## config.mk

```make
export PLATFORM = sky130hd
export DESIGN_NAME = opsel_accum
export DESIGN_NICKNAME = d
export VERILOG_FILES = /design/src/rtl/opsel_accum.sv
export SDC_FILE = /design/constraint.sdc
export NUM_CORES = 1
export LEC_CHECK = 0
export ABC_CLOCK_PERIOD_IN_PS = 3850
export CAP_MARGIN = 15
export CORE_MARGIN = 3
export CORE_UTILIZATION = 45
export CTS_CLUSTER_DIAMETER = 30
export CTS_CLUSTER_SIZE = 30
export DETAILED_ROUTE_END_ITERATION = 10
export HOLD_SLACK_MARGIN = 0.08
export PLACE_DENSITY = 0.7
export SYNTH_ARGS = -nofsm -noshare
export SYNTH_HDL_FRONTEND = slang
export SYNTH_SLANG_ARGS = --single-unit
```

## constraint.sdc

```tcl
create_clock -name clk -period 3.85 [get_ports clk]
set_clock_uncertainty 0.2 [all_clocks]
set_input_delay 0.5775 -clock clk [delete_from_list [all_inputs] [get_ports clk]]
set_output_delay 0.5775 -clock clk [all_outputs]
set_load 0.005 [all_outputs]
```

## src/rtl/opsel_accum.sv

```systemverilog
// Multi-channel operand-select / saturating-accumulate datapath.
// Beats pass S1 (operand select) then S2 (accumulator read-modify-write + output register).
module opsel_accum #(
  parameter int WIDTH     = 8,
  parameter int NCH       = 4,
  parameter int ACC_WIDTH = 2*WIDTH,
  parameter int CONST_VAL = 5,
  parameter int CHW       = (NCH > 1) ? $clog2(NCH) : 1
) (
  input  logic                 clk,
  input  logic                 rst,
  input  logic                 in_valid,
  output logic                 in_ready,
  input  logic [WIDTH-1:0]     in_data,
  input  logic [1:0]           in_op,
  input  logic [CHW-1:0]       in_ch,
  input  logic                 in_clr,
  output logic                 out_valid,
  input  logic                 out_ready,
  output logic [ACC_WIDTH-1:0] out_data,
  output logic [CHW-1:0]       out_ch,
  output logic                 out_ovf
);

  localparam logic [CHW:0] NCH_W = (CHW+1)'(NCH);

  logic                 s1_valid_q, s1_valid_d;
  logic [ACC_WIDTH-1:0] s1_opnd_q, s1_opnd_d;
  logic [CHW-1:0]       s1_ch_q, s1_ch_d;
  logic                 s1_clr_q, s1_clr_d;

  logic                 out_valid_q, out_valid_d;
  logic [ACC_WIDTH-1:0] out_data_q, out_data_d;
  logic [CHW-1:0]       out_ch_q, out_ch_d;
  logic                 out_ovf_q, out_ovf_d;

  logic [ACC_WIDTH-1:0] acc_q [NCH];
  logic [ACC_WIDTH-1:0] acc_d [NCH];
  logic                 ovf_q [NCH];
  logic                 ovf_d [NCH];

  logic                 adv2;
  logic                 accept;
  logic                 ch_ok;
  logic [WIDTH-1:0]     inv_data;
  logic [ACC_WIDTH-1:0] operand;
  logic [ACC_WIDTH-1:0] acc_cur, acc_new;
  logic                 ovf_cur, ovf_new;
  logic [ACC_WIDTH:0]   sum;

  assign adv2     = s1_valid_q && (!out_valid_q || out_ready);
  assign in_ready = !s1_valid_q || adv2;
  assign accept   = in_valid && in_ready;
  assign ch_ok    = {1'b0, in_ch} < NCH_W;
  assign inv_data = ~in_data;

  always_comb begin
    operand = '0;
    case (in_op)
      2'b00:   operand = ACC_WIDTH'(in_data) + ACC_WIDTH'(1);
      2'b01:   operand = ACC_WIDTH'(inv_data);
      2'b10:   operand = ACC_WIDTH'(CONST_VAL);
      default: operand = ACC_WIDTH'(in_data);
    endcase
  end

  // Out-of-range channels are swallowed here and never reach S2.
  always_comb begin
    s1_valid_d = s1_valid_q;
    s1_opnd_d  = s1_opnd_q;
    s1_ch_d    = s1_ch_q;
    s1_clr_d   = s1_clr_q;
    if (in_ready) begin
      s1_valid_d = accept && ch_ok;
    end
    if (accept) begin
      s1_opnd_d = operand;
      s1_ch_d   = in_ch;
      s1_clr_d  = in_clr;
    end
  end

  always_comb begin
    acc_cur = '0;
    ovf_cur = 1'b0;
    for (int i = 0; i < NCH; i++) begin
      if (s1_ch_q == CHW'(i)) begin
        acc_cur = acc_q[i];
        ovf_cur = ovf_q[i];
      end
    end
    sum = {1'b0, acc_cur} + {1'b0, s1_opnd_q};
    if (s1_clr_q) begin
      acc_new = s1_opnd_q;
      ovf_new = 1'b0;
    end else if (sum[ACC_WIDTH]) begin
      acc_new = '1;
      ovf_new = 1'b1;
    end else begin
      acc_new = sum[ACC_WIDTH-1:0];
      ovf_new = ovf_cur;
    end
  end

  always_comb begin
    for (int i = 0; i < NCH; i++) begin
      acc_d[i] = acc_q[i];
      ovf_d[i] = ovf_q[i];
      if (adv2 && s1_ch_q == CHW'(i)) begin
        acc_d[i] = acc_new;
        ovf_d[i] = ovf_new;
      end
    end
  end

  always_comb begin
    out_valid_d = out_valid_q;
    out_data_d  = out_data_q;
    out_ch_d    = out_ch_q;
    out_ovf_d   = out_ovf_q;
    if (adv2) begin
      out_valid_d = 1'b1;
      out_data_d  = acc_new;
      out_ch_d    = s1_ch_q;
      out_ovf_d   = ovf_new;
    end else if (out_ready) begin
      out_valid_d = 1'b0;
    end
  end

  always_ff @(posedge clk or negedge rst) begin
    if (!rst) begin
      s1_valid_q  <= 1'b0;
      s1_opnd_q   <= '0;
      s1_ch_q     <= '0;
      s1_clr_q    <= 1'b0;
      out_valid_q <= 1'b0;
      out_data_q  <= '0;
      out_ch_q    <= '0;
      out_ovf_q   <= 1'b0;
      for (int i = 0; i < NCH; i++) begin
        acc_q[i] <= '0;
        ovf_q[i] <= 1'b0;
      end
    end else begin
      s1_valid_q  <= s1_valid_d;
      s1_opnd_q   <= s1_opnd_d;
      s1_ch_q     <= s1_ch_d;
      s1_clr_q    <= s1_clr_d;
      out_valid_q <= out_valid_d;
      out_data_q  <= out_data_d;
      out_ch_q    <= out_ch_d;
      out_ovf_q   <= out_ovf_d;
      for (int i = 0; i < NCH; i++) begin
        acc_q[i] <= acc_d[i];
        ovf_q[i] <= ovf_d[i];
      end
    end
  end

  assign out_valid = out_valid_q;
  assign out_data  = out_data_q;
  assign out_ch    = out_ch_q;
  assign out_ovf   = out_ovf_q;

endmodule

```

# Word level (Yosys, flattened, before mapping)
# Cells that the tools add are included.
# classes
mux	15
eq_ne	5
bitwise_logic	1
n_reduce_logical	13
addsub	2
# ops
op	n
2-to-1 mux 16 bit	6
one-hot mux 9 bit (3 select lines)	1
adder 16 x 16 -> 17 bit	1
adder 8 x 1 -> 9 bit (second input constant)	1
2-to-1 mux 1 bit	8
NOT 8 bit	1
== test 2 bit (second input constant)	3
logical AND 1 bit	6
== test 2 x 1 -> 1 bit (second input constant)	2
zero test 2 bit	2
zero test 1 bit	2
logical OR 1 bit	2
nonzero test 2 bit	1
# totals
output_inout_bits	21
in_bits	17
word_cells	52
regBits	108

# Longest topological paths before layout
# Gate-level depths: netlist (run 1).
# logic_depth
ltp_word	8
depth_mapped	15
mapped_depth_nobuf	10

# Worst setup path before layout (run 1)
# No wires, ideal clock.
# synth_timing
path_type	register to register
start	reg s1_ch_q[0]
end	reg out_ovf_q (netlist: out_ovf)
path_stages_with_launch	16
synth_period_minus_slack_ns	3.680
setup_time_ns	0.125
path_buffers	5
arrival_time_ns	3.355
setup_slack_ns	0.170
required_ns	3.525
cell_sequence	dfrtp_1 buf_6 buf_2 buf_2 mux4_2 ha_1 inv_1 fa_1 nand2b_1 a21oi_1 o31a_1 clkbuf_1 and3_1 buf_6 o21a_1 mux2_4
# synth_via
elab_chain_len	8
elab_cells_between_ends	15
cone_classes	add/sub (1); eq/ne (3); mux (10); reduce/logical (1)
# synth_lines
item	line	text
from (decl)	29	logic [CHW-1:0] s1_ch_q, s1_ch_d;
from (signal assigned)	148	s1_ch_q <= s1_ch_d;
zero test 2 bit	87	if (s1_ch_q == CHW'(i)) begin
2-to-1 mux 16 bit (4 in series)	87	
adder 16 x 16 -> 17 bit	92	sum = {1'b0, acc_cur} + {1'b0, s1_opnd_q};
2-to-1 mux 1 bit *	96	end else if (sum[ACC_WIDTH]) begin
2-to-1 mux 1 bit *	93	if (s1_clr_q) begin
to (signal assigned)	153	out_ovf_q <= out_ovf_d;
to (decl)	35	logic out_ovf_q, out_ovf_d;
# Every way passes the cells marked *; elsewhere a longest branch is shown, timed or not.
# A chain may end at the register's enable or synchronous reset.

# Worst setup path after layout (run 1)
# layout_timing
start	reg s1_ch_q[0]
end	reg acc_q[24] (netlist bit)
# layout_via
elab_chain_len	8
elab_cells_between_ends	12
cone_classes	add/sub (1); eq/ne (3); mux (6); reduce/logical (2)
# layout_lines
item	line	text
zero test 2 bit	87	
2-to-1 mux 16 bit (4 in series)	87	
adder 16 x 16 -> 17 bit	92	
2-to-1 mux 16 bit	96	
2-to-1 mux 16 bit	93	
to (signal, indexed assignment)	155	acc_q[i] <= acc_d[i];
to (decl)	37	logic [ACC_WIDTH-1:0] acc_q [NCH];
# Several ways; a longest one is shown, not always the timed one.

==> out/metrics.yaml, run 1 <==
setup-violations-final: 0
p_leak_nw: 2.65
worst_pin_slew_ps: 926
dp_cells: 651
numCtsBuffers: 9
yosysMostFrequentCell: "dfrtp_1"
ys_ff_latch: 101
cts_tree: "yes"
setup_ws_ps: 263
ys_seq_area_frac: 0.491
critical_path_class: "register to register"
reg2reg_setup_slack_ps: 260
area_growth_pct: 17.5
crit_family: "compound AO/OA/AOI/OAI gates"
setup-tns-final_ps: 0
grt_pass1_wl_um: 19800
post_drt_wl_per_cell_um: 17.8
r2r-start: "s1_ch_q[0]"
pre_cts_ws_ps: 238
drc: 0
synth_cell_types: 47
maxCapViolations: 0
core_sq_um: 11000
grt_pass1_vias: 3791
ios: 38
cts.sinks: 101
gp_congestion: 0.907
whs_endpoint: "acc_q[17]"
hp-start: "acc_q[17]"
synth_edf_count: 0
yosys.area.top_type: "dfrtp_1"
final_nets: 553
cp_cell_sequence: "buf_12 > mux4_2 > ha_1 > o211ai_1 > a21oi_1 > o31a_1 > nand3_1 > a31oi_1 > mux2_2"
end_kind: "register"
yosys_warnings: 0
initial_core_util: 0.467
p_per_area_nw_per_um2: 637
slew_viol_final: 0
syn-cell-area_sq_um: 5150
ys_top_cells_by_area: "dfrtp_1 49%, mux4_2 7.4%, o21ai_0 7.1%, nand2_1 6.2%, mux2_2 3.9%"
synth.avg_cell_area_sq_um: 10.6
drt_first_iter_violations: 355
vias: 3831
status: "completed"
firstDrtPassIters: 5
cpPeakStageDelay_ps: 660
clockBufferDepth: 2
grt_usage: 0.196
synthCells: 487
rows: 38
routed_wl_um: 11900
r2r_cells: 9
netlist.area_leader.share: 0.491
viasPerCell: 5.73
synthArstFlopShare: 1.00
ant_nets: 0
die_area_sq_um: 12800
port-buffer-count: 37
drive_above_1_share: 0.155
path_buf_inv: 1
dpl.hpwl_um: 8420
hold_depth: 2
hold_class: "register to register"
synth_ff_type: "dfrtp_1"
grt_overflow: 0
startpoint_type: "register"
clkLatencyLatePin_ps: 340
max_slew_margin: 0.382
antenna_found_initial: 0
synth_nets: 516
antennaDiodeCount: 0
r2r_end: "acc_q[24]"
rsz0062_at_grt: "false"
ys_top_cells_by_count: "101 x dfrtp_1, 85 x nand2_1, 73 x o21ai_0, 21 x a21oi_1"
critPathArrivalTime_ps: 3670
min_period_ps: 3590
die_y_um: 113
cts_root_buf: "clkbuf_16"
grt_max_degree: 90
clk_pin_slew_ps: 70
die_x_um: 113
path_max_fanout: 14
cp_slowest_cell: "dfrtp_1"
required_ps: 3930
hold_slack_ps: 277
cts_max_level: 3
max_freq_mhz: 279
vdd_ir_drop_max_mv: 0.280
hold_violations: 0
final_cells: 669
post-route-period-util: 0.932
-- routing by layer --
layer | share of wire | vias to the layer above | wire length, um | GRT usage
met5 | 0 | - | 0 | 0
met4 | 0.022 | 0 | 262 | 0.0665
met3 | 0.058 | 25 | 688 | 0.0364
met2 | 0.47 | 133 | 5630 | 0.307
met1 | 0.45 | 1857 | 5340 | 0.276
li1 | - | 1816 | - | -
-- what timing repair did --
item,CTS,global route
setup buffers,0,0
resized for setup,0,2
endpoints found under the hold margin,0,35
endpoints found under the setup margin,0,10
hold buffers,0,1
-- final cells by class --
cell class                 count  area (sq um)
fill                         955          4980
sequential                   101          2530
clock buffer                  11           253
clock inverter                 5          63.8
multi-input combinational    354          2490
tap                          140           175
inverter                       5          18.8
timing repair buffer          53           523
-- power breakdown --
group | leakage, nW | switching, mW | internal (mW)
Combinational | 1.21 | 0.700 | 0.643
Clock | 0.153 | 0.403 | 0.547
Sequential | 1.29 | 0.199 | 1.36
Total | 2.65 | 1.30 | 2.55
-- how the worst max path moves through the flow --
| stage | end | depth (start not counted) | start |
|---|---|---|---|
| finish | acc_q[24] | 9 | s1_ch_q[0] |
| global route | acc_q[15] | 9 | s1_ch_q[0] |
| CTS | acc_q[49] | 9 | s1_ch_q[0] |
| detailed placement | acc_q[49] | 9 | s1_ch_q[0] |
| global placement | acc_q[50] | 9 | s1_ch_q[0] |
| floorplan | out_ovf | 15 | s1_ch_q[0] |
-- worst register-to-register path: stages (launching register included) --
cell and delay [ps]:
dfrtp_1 660, buf_12 230, mux4_2 520, ha_1 380
o211ai_1 110, a21oi_1 230, o31a_1 210, nand3_1 310
a31oi_1 460, mux2_2 230
-- cell families (layout without fill, tap and decap cells) --
family / after synthesis / count (layout) / share of synthesized area
fa+ha+maj: 12 / 12 / 0.0306
compound gates: 138 / 138 / 0.165
simple gates: 147 / 147 / 0.128
flops: 101 / 101 / 0.491
xor+xnor: 12 / 12 / 0.0204
buf+inv: 32 / 74 / 0.0270
mux: 45 / 45 / 0.138
-- registers in the layout (all words and copies together) (netlist names) --
| name | flops |
|---|---|
| s1_valid_q | 1 |
| out_ch | 2 |
| s1_ch_q | 2 |
| out_valid | 1 |
| out_data | 16 |
| acc_q | 64 |
| s1_clr_q | 1 |
| s1_opnd_q | 9 |
| out_ovf | 1 |
| ovf_q | 4 |
-- through the flow --
step	power, mW	util	instance area, sq um
after floorplan	2.44	-	5150
after global placement	2.85	0.516	5690
after detailed placement	2.89	0.516	5690
after CTS	3.85	0.544	6000
after global routing	4.10	0.548	6050
final	3.85	0.548	6050
-- placed cells by master (no fill, tap or decap), drive strengths merged, types with 2 or more instances in the layout --
| cell | synthesis | routed |
|---|---|---|
| mux2i | 5 | 5 |
| nand3b | 2 | 2 |
| nor2 | 20 | 20 |
| a22o | 10 | 10 |
| nand2 | 85 | 85 |
| clkbuf | 20 | 11 |
| xor2 | 6 | 6 |
| nor3 | 2 | 2 |
| xnor2 | 6 | 6 |
| buf | 7 | 16 |
| mux4 | 17 | 17 |
| o31ai | 3 | 3 |
| nand4 | 2 | 2 |
| mux2 | 23 | 23 |
| clkdlybuf4s50 | 0 | 36 |
| nand3 | 8 | 8 |
| o22ai | 2 | 2 |
| a22oi | 3 | 3 |
| or2 | 2 | 2 |
| inv | 5 | 8 |
| and2 | 4 | 4 |
| a31oi | 10 | 10 |
| or3 | 3 | 3 |
| nand2b | 12 | 12 |
| a21o | 6 | 6 |
| dfrtp | 101 | 101 |
| a21oi | 21 | 21 |
| and3 | 4 | 4 |
| ha | 11 | 11 |
| o21ai | 73 | 73 |
Note: power is estimated with default switching activity, not from simulation.
==> run 2: changes to the inputs <==
- ABC_CLOCK_PERIOD_IN_PS: 3850 -> 4400
- HOLD_SLACK_MARGIN: 0.08 -> 0.02
- PLACE_DENSITY: 0.7 -> 0.68
- clock period: 3.85 -> 4.4 ns (I/O delays scaled with it)
==> out/metrics.yaml, run 2 (synthesized netlist as in run 1, its figures left out) <==
setup-tns-final_ps: 0
drc: 0
cts_max_level: 3
max_freq_mhz: 247
rows: 38
dpl.hpwl_um: 8180
crit_family: "compound AO/OA/AOI/OAI gates"
hold_violations: 0
cts_tree: "yes"
drt_first_iter_violations: 287
required_ps: 4480
rsz0062_at_grt: "false"
path_buf_inv: 1
cts_setup_buffers: 0
n_fill_cell: 973
ios: 38
clk_pin_slew_ps: 60
port-buffer-count: 37
grt_usage: 0.190
antennaDiodeCount: 0
hold_class: "input pin to asynchronous set/reset pin"
final_nets: 544
path_max_fanout: 16
largest-register: "acc_q"
end_kind: "register"
largest_reg_flops: 64
gp_congestion: 0.931
cp_slowest_cell: "dfrtp_1"
grt_pass1_wl_um: 19300
die_area_sq_um: 12800
final_cell_mix: "101 x dfrtp_1, 85 x nand2_1, 73 x o21ai_0, 36 x clkdlybuf4s50_1, 21 x a21oi_1"
max_slew_margin: 0.383
setup-violations-final: 0
hold_slack_ps: 231
startpoint_type: "register"
cts_root_buf: "clkbuf_16"
maxCapViolations: 0
routed_wl_um: 11500
post_drt_wl_per_cell_um: 17.5
ctsResizeCount: 0
area_growth_pct: 15.0
slew_viol_final: 0
setup_ws_ps: 356
vias: 3820
min_period_ps: 4040
numCtsBuffers: 9
ant_nets: 0
worst_pin_slew_ps: 922
grt_overflow: 0
status: "completed"
firstDrtPassIters: 4
grt_pass1_vias: 3700
cpPeakStageDelay_ps: 760
final_common_cell: "dfrtp_1"
core_sq_um: 11000
initial_core_util: 0.467
p_leak_nw: 2.59
vdd_ir_drop_max_mv: 0.404
drive_above_1_share: 0.138
cts.sinks: 101
hold_buffers: 0
grt_max_degree: 71
post-route-period-util: 0.919
viasPerCell: 5.79
cp_cell_sequence: "buf_4 > mux4_2 > ha_1 > o21ai_0 > a21oi_1 > o31a_1 > nand3_1 > a31oi_1 > mux2_2"
p_per_area_nw_per_um2: 553
critPathArrivalTime_ps: 4120
critical_path_class: "register to register"
pre_cts_ws_ps: 336
clkLatencyLatePin_ps: 340
die_y_um: 113
die_x_um: 113
antenna_found_initial: 0
clockBufferDepth: 2
## run 2: cell types whose count changed in the layout (fill, tap and decap cells not counted), sizes merged
cell	before	now
buf	16	8
inv	8	5
clkbuf	11	13
clkinv	0	2
bufinv	1	0
dlygate4sd3	1	0
## run 2: cell type report
| cell class | instances | area [sq um] | share of cell area |
|---|---|---|---|
| well taps | 140 | 175 | 0.0296 |
| multi-input cells | 354 | 2480 | 0.419 |
| inverters | 5 | 18.8 | 0.00317 |
| clock inverters | 3 | 17.5 | 0.00296 |
| repair buffers | 44 | 420 | 0.0710 |
| flip-flops and latches | 101 | 2530 | 0.427 |
| clock buffers | 13 | 280 | 0.0473 |
## run 2: where the power goes
part	switching, mW	internal (mW)
sequential	0.155	1.19
clock	0.326	0.443
combinational	0.611	0.545
total	1.09	2.18
## run 2: path summary, 6_finish.rpt
path | start | to | slack [ps] | depth (start not counted)
max in group asynchronous | rst | acc_q[58] | 2820 | 2
min reg2reg | acc_q[2] | acc_q[2] | 280 | 2
max | s1_ch_q[0] | acc_q[24] | 360 | 9
max reg2reg | s1_ch_q[0] | acc_q[24] | 360 | 9
min | rst | out_data[15] | 230 | 1
min in group clk | acc_q[2] | acc_q[2] | 280 | 2
## run 2: per-layer routing
metal | share of wire | track usage | vias up
met5 | 0 | 0 | -
met4 | 0.019 | 0.0705 | 0
met3 | 0.067 | 0.0433 | 17
met2 | 0.45 | 0.283 | 118
met1 | 0.47 | 0.274 | 1885
li1 | - | - | 1800
## run 2: per-stage QoR
| stage | util | instances | cell area, sq um | total power [mW] |
|---|---|---|---|---|
| floorplan | - | 487 | 5150 | 2.14 |
| global placement | 0.510 | 644 | 5620 | 2.47 |
| detailed placement | 0.510 | 644 | 5620 | 2.51 |
| CTS | 0.537 | 660 | 5920 | 3.29 |
| global route | 0.537 | 660 | 5920 | 3.50 |
| finish | 0.537 | 660 | 5920 | 3.27 |
